`src/rtl/sal_bank_fsm_if.sv`:
```
// ============================================================================
// Module      : sal_bank_fsm_if
// Description : Scheduler <-> bank tracker bundle: timing values, commands,
//               and per-bank legality/status outputs.
// Revision    : 1.0 - initial release
// ============================================================================
`default_nettype none

interface sal_bank_fsm_if #(
    parameter int TW    = 8,
    parameter int ROW_W = 14
);
    logic [TW-1:0]    t_rcd;
    logic [TW-1:0]    t_rp;
    logic [TW-1:0]    t_ras;
    logic [TW-1:0]    t_rfc;
    logic [TW-1:0]    t_rtp;
    logic [TW-1:0]    t_wtp;
    logic             act_i;
    logic             rd_i;
    logic             wr_i;
    logic             pre_i;
    logic             ref_i;
    logic [ROW_W-1:0] row_i;
    logic             act_ok_o;
    logic             rdwr_ok_o;
    logic             pre_ok_o;
    logic             ref_ok_o;
    logic             row_open_o;
    logic [ROW_W-1:0] cur_row_o;
    logic             cmd_err_o;

    modport master (
        output t_rcd, t_rp, t_ras, t_rfc, t_rtp, t_wtp,
        output act_i, rd_i, wr_i, pre_i, ref_i, row_i,
        input  act_ok_o, rdwr_ok_o, pre_ok_o, ref_ok_o,
        input  row_open_o, cur_row_o, cmd_err_o
    );

    modport slave (
        input  t_rcd, t_rp, t_ras, t_rfc, t_rtp, t_wtp,
        input  act_i, rd_i, wr_i, pre_i, ref_i, row_i,
        output act_ok_o, rdwr_ok_o, pre_ok_o, ref_ok_o,
        output row_open_o, cur_row_o, cmd_err_o
    );
endinterface

`default_nettype wire

```
`src/rtl/sal_bank_fsm.sv`:
```
// ============================================================================
// Module      : sal_bank_fsm
// Description : Per-bank DDR2 state/timing tracker; reports which commands
//               the bank may legally accept each cycle.
// Revision    : 1.0 - initial release
// ============================================================================
`default_nettype none

module sal_bank_fsm #(
    parameter int TW    = 8,
    parameter int ROW_W = 14
) (
    input  wire logic     clk,
    input  wire logic     rst_n,
    sal_bank_fsm_if.slave bus
);

    typedef enum logic [1:0] {
        ST_CLOSED  = 2'd0,
        ST_OPEN    = 2'd1,
        ST_REFRESH = 2'd2
    } state_t;

    state_t           r_state,   w_state_nx;
    logic [TW-1:0]    r_rcd_cnt, w_rcd_nx;
    logic [TW-1:0]    r_rp_cnt,  w_rp_nx;
    logic [TW-1:0]    r_rfc_cnt, w_rfc_nx;
    logic [TW-1:0]    r_pre_cnt, w_pre_nx;
    logic [ROW_W-1:0] r_row,     w_row_nx;
    logic             r_err,     w_err;

    logic             w_act_ok, w_rdwr_ok, w_pre_ok, w_ref_ok;
    logic [2:0]       w_cmd_sum;
    logic [TW-1:0]    w_pre_dec, w_rtp_ld, w_wtp_ld, w_rfc_ld;

    // A timing value of t makes the gated command legal t cycles later; 0 behaves as 1.
    function automatic logic [TW-1:0] f_load(input logic [TW-1:0] t);
        return (t == '0) ? '0 : t - 1'b1;
    endfunction

    function automatic logic [TW-1:0] f_dec(input logic [TW-1:0] c);
        return (c == '0) ? '0 : c - 1'b1;
    endfunction

    assign w_act_ok  = (r_state == ST_CLOSED) && (r_rp_cnt == '0);
    assign w_ref_ok  = (r_state == ST_CLOSED) && (r_rp_cnt == '0);
    assign w_rdwr_ok = (r_state == ST_OPEN)   && (r_rcd_cnt == '0);
    assign w_pre_ok  = (r_state == ST_OPEN)   && (r_pre_cnt == '0);

    assign w_cmd_sum = 3'(bus.act_i) + 3'(bus.rd_i) + 3'(bus.wr_i)
                     + 3'(bus.pre_i) + 3'(bus.ref_i);

    assign w_err = (w_cmd_sum > 3'd1)
                 || (bus.act_i && !w_act_ok)
                 || (bus.ref_i && !w_ref_ok)
                 || (bus.rd_i  && !w_rdwr_ok)
                 || (bus.wr_i  && !w_rdwr_ok)
                 || (bus.pre_i && !w_pre_ok);

    assign w_pre_dec = f_dec(r_pre_cnt);
    assign w_rtp_ld  = f_load(bus.t_rtp);
    assign w_wtp_ld  = f_load(bus.t_wtp);
    assign w_rfc_ld  = f_load(bus.t_rfc);

    always_comb begin
        w_state_nx = r_state;
        w_rcd_nx   = f_dec(r_rcd_cnt);
        w_rp_nx    = f_dec(r_rp_cnt);
        w_rfc_nx   = f_dec(r_rfc_cnt);
        w_pre_nx   = w_pre_dec;
        w_row_nx   = r_row;

        // Leave one cycle early so act/ref are legal exactly t_rfc cycles after REF.
        if (r_state == ST_REFRESH && r_rfc_cnt <= 1) begin
            w_state_nx = ST_CLOSED;
        end

        if (!w_err) begin
            if (bus.act_i) begin
                w_state_nx = ST_OPEN;
                w_row_nx   = bus.row_i;
                w_rcd_nx   = f_load(bus.t_rcd);
                w_pre_nx   = f_load(bus.t_ras);
            end else if (bus.ref_i) begin
                w_rfc_nx   = w_rfc_ld;
                w_state_nx = (w_rfc_ld == '0) ? ST_CLOSED : ST_REFRESH;
            end else if (bus.rd_i) begin
                w_pre_nx   = (w_rtp_ld > w_pre_dec) ? w_rtp_ld : w_pre_dec;
            end else if (bus.wr_i) begin
                w_pre_nx   = (w_wtp_ld > w_pre_dec) ? w_wtp_ld : w_pre_dec;
            end else if (bus.pre_i) begin
                w_state_nx = ST_CLOSED;
                w_rp_nx    = f_load(bus.t_rp);
            end
        end
    end

    always_ff @(posedge clk or negedge rst_n) begin
        if (!rst_n) begin
            r_state   <= ST_CLOSED;
            r_rcd_cnt <= '0;
            r_rp_cnt  <= '0;
            r_rfc_cnt <= '0;
            r_pre_cnt <= '0;
            r_row     <= '0;
            r_err     <= 1'b0;
        end else begin
            r_state   <= w_state_nx;
            r_rcd_cnt <= w_rcd_nx;
            r_rp_cnt  <= w_rp_nx;
            r_rfc_cnt <= w_rfc_nx;
            r_pre_cnt <= w_pre_nx;
            r_row     <= w_row_nx;
            r_err     <= w_err;
        end
    end

    assign bus.act_ok_o   = w_act_ok;
    assign bus.ref_ok_o   = w_ref_ok;
    assign bus.rdwr_ok_o  = w_rdwr_ok;
    assign bus.pre_ok_o   = w_pre_ok;
    assign bus.row_open_o = (r_state == ST_OPEN);
    assign bus.cur_row_o  = r_row;
    assign bus.cmd_err_o  = r_err;

endmodule

`default_nettype wire

```
`src/flat_wrapper.sv`:
```
// flat-port wrapper written by rule: the top's interface ports become plain ports
module sal_bank_fsm_flat 
#(
    parameter int TW    = 8,
    parameter int ROW_W = 14
)
  (clk, rst_n, bus_t_rcd, bus_t_rp, bus_t_ras, bus_t_rfc, bus_t_rtp, bus_t_wtp, bus_act_i, bus_rd_i, bus_wr_i, bus_pre_i, bus_ref_i, bus_row_i, bus_act_ok_o, bus_rdwr_ok_o, bus_pre_ok_o, bus_ref_ok_o, bus_row_open_o, bus_cur_row_o, bus_cmd_err_o);
  sal_bank_fsm_if #(.TW(TW), .ROW_W(ROW_W)) bus_i ();
  input  wire logic clk;
  input  wire logic rst_n;
  input wire logic [$bits(bus_i.t_rcd)-1:0] bus_t_rcd;
  input wire logic [$bits(bus_i.t_rp)-1:0] bus_t_rp;
  input wire logic [$bits(bus_i.t_ras)-1:0] bus_t_ras;
  input wire logic [$bits(bus_i.t_rfc)-1:0] bus_t_rfc;
  input wire logic [$bits(bus_i.t_rtp)-1:0] bus_t_rtp;
  input wire logic [$bits(bus_i.t_wtp)-1:0] bus_t_wtp;
  input wire logic [$bits(bus_i.act_i)-1:0] bus_act_i;
  input wire logic [$bits(bus_i.rd_i)-1:0] bus_rd_i;
  input wire logic [$bits(bus_i.wr_i)-1:0] bus_wr_i;
  input wire logic [$bits(bus_i.pre_i)-1:0] bus_pre_i;
  input wire logic [$bits(bus_i.ref_i)-1:0] bus_ref_i;
  input wire logic [$bits(bus_i.row_i)-1:0] bus_row_i;
  output wire logic [$bits(bus_i.act_ok_o)-1:0] bus_act_ok_o;
  output wire logic [$bits(bus_i.rdwr_ok_o)-1:0] bus_rdwr_ok_o;
  output wire logic [$bits(bus_i.pre_ok_o)-1:0] bus_pre_ok_o;
  output wire logic [$bits(bus_i.ref_ok_o)-1:0] bus_ref_ok_o;
  output wire logic [$bits(bus_i.row_open_o)-1:0] bus_row_open_o;
  output wire logic [$bits(bus_i.cur_row_o)-1:0] bus_cur_row_o;
  output wire logic [$bits(bus_i.cmd_err_o)-1:0] bus_cmd_err_o;
  assign bus_i.t_rcd = bus_t_rcd;
  assign bus_i.t_rp = bus_t_rp;
  assign bus_i.t_ras = bus_t_ras;
  assign bus_i.t_rfc = bus_t_rfc;
  assign bus_i.t_rtp = bus_t_rtp;
  assign bus_i.t_wtp = bus_t_wtp;
  assign bus_i.act_i = bus_act_i;
  assign bus_i.rd_i = bus_rd_i;
  assign bus_i.wr_i = bus_wr_i;
  assign bus_i.pre_i = bus_pre_i;
  assign bus_i.ref_i = bus_ref_i;
  assign bus_i.row_i = bus_row_i;
  assign bus_act_ok_o = bus_i.act_ok_o;
  assign bus_rdwr_ok_o = bus_i.rdwr_ok_o;
  assign bus_pre_ok_o = bus_i.pre_ok_o;
  assign bus_ref_ok_o = bus_i.ref_ok_o;
  assign bus_row_open_o = bus_i.row_open_o;
  assign bus_cur_row_o = bus_i.cur_row_o;
  assign bus_cmd_err_o = bus_i.cmd_err_o;
  sal_bank_fsm #(.TW(TW), .ROW_W(ROW_W)) u_core (.clk(clk), .rst_n(rst_n), .bus(bus_i));
endmodule
```
`config.mk`:
```
export PLATFORM = sky130hd
export DESIGN_NAME = sal_bank_fsm_flat
export DESIGN_NICKNAME = d
export VERILOG_FILES = /design/src/rtl/sal_bank_fsm_if.sv /design/src/rtl/sal_bank_fsm.sv /design/src/flat_wrapper.sv
export SDC_FILE = /design/constraint.sdc
export NUM_CORES = 1
export LEC_CHECK = 0
export CAP_MARGIN = 20
export CORE_ASPECT_RATIO = 1.2
export CORE_UTILIZATION = 40
export CTS_CLUSTER_DIAMETER = 150
export DETAILED_ROUTE_END_ITERATION = 6
export PLACE_DENSITY_LB_ADDON = 0.2
export SLEW_MARGIN = 0
export SYNTH_ARGS = -nofsm -noshare
export SYNTH_HDL_FRONTEND = slang
export SYNTH_SLANG_ARGS = --single-unit
```
`constraint.sdc`:
```
create_clock -name clk -period 4.7 [get_ports clk]
set_input_delay 0.47 -clock clk [delete_from_list [all_inputs] [get_ports clk]]
set_output_delay 0.47 -clock clk [all_outputs]
set_load 0.02 [all_outputs]
```
==> key figures <==
Synthesis
  – Post-synthesis cell type count: 67
  – Register area share after synthesis: 0.281
  – Cell Area, Synth: 4360 sq um
  – Area contributors post-synth: dfrtp_1 (28%), ha_1 (8.6%), nand2_1 (6.5%)
  – Most used flip-flop cell after synthesis: dfrtp_1
  – YS warnings: 0
  – Instance count of the mapped netlist: around 540
  – Yosys top cell area share: 0.281
  – Cell taking the most area after synthesis: dfrtp_1
  – Number of enable-type register cells in the synthesized netlist: 0
  – Number of storage elements in the synthesis netlist: about 50
  – Nets in the synthesized netlist: between 600 and 700
  – Async set or reset register ratio after synthesis: 1.00
  – Post-synthesis area per instance: between 8 and 9 sq um

Routing
  – DRC marker count from the first detailed-route iteration: around 260
  – DRT antenna net count: 0
  – Drt pass-1 iters: 6
  – Total Routed Length: between 10000 and 15000 microns
  – Vias per cell: roughly 5.5
  – DRC: 0
  – Vias post-DR: 4140
  – Routed len/inst: between 10 and 15 microns

Timing
  – Max-slew headroom: 0.507
  – Setup skew after layout: ~0.011 ns
  – Achievable frequency: 269 MHz
  – Final hold violation count: 0
  – Crit path time final: ~3.7 ns
  – Post-route fraction of the period consumed by the critical path: 0.791
  – Final setup violating endpoints: 0
  – RSZ-0062 raised after global routing: no
  – Pin slew with the least headroom to its limit: 0.732 ns
  – Slew Limit Fails: 0
  – Sum Neg Setup Slack: 0 ns

Layout
  – Fraction of layout instances using a drive strength above 1: 0.0833
  – Number of nets in the layout: 724
  – Area overhead of the layout relative to synthesis: 27.2%
  – Fillers: 1007
  – Number of diodes added for antenna fixing: 0
  – Final core utilization: 0.525

Worst hold path
  – Worst min-delay path class: in -> async

Global routing
  – Overflow left after global routing: 0
  – Number of antenna violations at the first check in global routing: 0
  – Aggregate global-route resource usage: 0.191
  – Global-route wire length before repair: 17800 microns
  – Maximum number of pins on one net before global-route repair: 50
  – Via count of the first global-routing pass: 3870

Power
  – VDD IR max: between 0.15 and 0.2 mV
  – PD cells: about 330 nW/um^2
  – Lkg Pwr: 2.31 nW

CTS
  – Clk sinks: 49
  – Buffer depth of the longest clock path: 2
  – Count of buffers added by post-CTS timing repair for setup: 0
  – Insertion delay of the later-clocked pin in the worst-skew pair: between 0.2 and 0.3 ns
  – Worst-path clk slew: 0.07 ns
  – Buffer type at the clock tree root: clkbuf_16
  – Cts hold-fix bufs: 0
  – Post-cts sizing count: 0
  – CTS tree: yes
  – Number of buffers created by CTS: 5
  – Level count of the clock H-tree: 2

Place
  – Half-perimeter wire length of the detailed placement result: 8680 microns
  – Routability congestion estimate from global placement: about 0.87
  – Buffers added on ports: 88

Critical path
  – Crit path capture: u_core.r_pre_cnt[1]
  – CP startpoint: bus_act_i
  – Critical register-to-register path startpoint: u_core.r_pre_cnt[0]
  – Type of destination of the critical path: register
  – Crit path max fanout: 9
  – Register-to-register setup slack: 1.20 ns
  – Required @ worst endpoint: between 4 and 5 ns
  – Worst Path Arrival: about 3.9 ns
  – Worst-case reg-to-reg path depth: 11
  – Sort of element at the start of the critical path: input pin
  – Worst reg2reg endpoint: u_core.r_pre_cnt[3]
  – Start-to-end type of the worst setup path: in -> reg

Floorplanning
  – Starting density of the core: 0.413
  – Area of the core: between 10000 and 15000 sq um
  – # IOs: about 90
  – Width of the die: 97.3 microns
  – Total number of placement rows: 41
  – Vertical die dimension: between 100 and 150 microns
  – Full die area: ~11000 sq um

Run
  – Max-cap violations: 0

Run status
  – Result of the run: completed
## layout by cell type (no fill, tap or decap), types with 12 or more instances in the layout
master / instances
inv_1: 33
ha_1: 30
nor2_1: 47
clkdlybuf4s50_1: 87
o21ai_0: 17
nor3_1: 25
o31ai_1: 15
nand2_1: 76
nor3b_1: 12
dfrtp_1: 49
mux2i_1: 18
xnor2_1: 23
a21oi_1: 27
## cell usage after synthesis (6+ instances only)
cell type,n
nand2_1,76
o31ai_1,15
o211ai_1,9
nand3_1,8
nor3_1,25
mux2_2,9
o21ai_0,17
xnor2_1,23
nand4_1,6
nor2b_1,7
or3_1,10
clkbuf_1,8
nor2_1,47
nand2b_1,8
inv_1,33
dfrtp_1,49
nor4_1,6
mux2i_1,18
ha_1,30
xor2_1,7
o22ai_1,9
a21oi_1,27
nor3b_1,12
or2_2,8
## power by group
group          switching (W)  total (W)  internal, W
registers          0.0000844   0.000579     0.000495
logic               0.000457   0.000869     0.000412
clock network       0.000153   0.000365     0.000212
total               0.000695    0.00181      0.00112
## sequential cells by signal, summed over array words and instances, names as in the netlist
name and cells:
u_core.r_pre_cnt 8, u_core.r_rfc_cnt 8, u_core.r_state 2, u_core.bus.cur_row_o 14, u_core.bus.cmd_err_o 1, u_core.r_rp_cnt 8, u_core.r_rcd_cnt 8
## worst min-delay path by stage
stage / start / endpoint / slack [ns]
2_1_floorplan: rst_n / u_core.bus.cmd_err_o / 0.17
3_3_place_gp: u_core.bus.cur_row_o[9] / u_core.bus.cur_row_o[9] / 0.46
3_5_place_dp: u_core.bus.cur_row_o[13] / u_core.bus.cur_row_o[13] / 0.46
4_1_cts: rst_n / u_core.bus.cur_row_o[2] / 0.43
5_1_grt: rst_n / u_core.bus.cur_row_o[2] / 0.07
6_report: rst_n / u_core.bus.cur_row_o[2] / 0.06
## logic make-up (layout without fill, tap and decap cells)
kind of cell	Yosys count	count (layout)	synth area share
and+or+nand+nor	238	238	0.287
AOI/OAI and AO/OA	111	111	0.167
DFF	49	49	0.281
buffers and inverters	48	137	0.0448
adders and majority gates	32	32	0.0953
xor gates and xnor gates	30	30	0.0603
muxes	27	27	0.0646
## stage by stage
| stage | instances | power [W] | instance area, sq um | hold slack, ns | setup WS (ns) |
|---|---|---|---|---|---|
| 2_1_floorplan | 535 | 0.00119 | 4360 | 0.174 | 1.52 |
| 3_3_place_gp | 744 | 0.00142 | 5380 | 0.457 | 0.812 |
| 3_5_place_dp | 744 | 0.00144 | 5380 | 0.461 | 0.718 |
| 4_1_cts | 752 | 0.00182 | 5530 | 0.433 | 0.992 |
| 5_1_grt | 753 | 0.00195 | 5550 | 0.0730 | 0.812 |
| 6_report | 753 | 0.00181 | 5550 | 0.0605 | 0.983 |
## metal layers
layer	GRT usage	vias up	wire, microns
li1	-	2095	-
met5	0	-	0
met3	0.0245	16	435
met1	0.232	1930	4720
met4	0.0529	0	174
met2	0.359	99	5500
## layout make-up
| cell class | count | area [sq um] | share of cell area |
|---|---|---|---|
| Tap cell | 129 | 161 | 0.0291 |
| Timing Repair Buffer | 95 | 941 | 0.170 |
| Sequential cell | 49 | 1230 | 0.221 |
| Inverter | 34 | 128 | 0.0230 |
| Multi-Input combinational cell | 438 | 2940 | 0.530 |
| Clock buffer | 6 | 139 | 0.0250 |
| Clock inverter | 2 | 13.8 | 0.00248 |
## worst max-delay path, cell delays in order
cell	delay (ns)
clkdlybuf4s50_1	0.69
ha_1	0.31
inv_1	0.07
fa_1	0.39
nand2b_1	0.17
fa_1	0.51
and4b_1	0.20
a31o_2	0.18
o21ai_2	0.11
nor2_4	0.24
mux2_2	0.36
a31o_1	0.18
No activity file was read; power rests on OpenSTA's default activity.
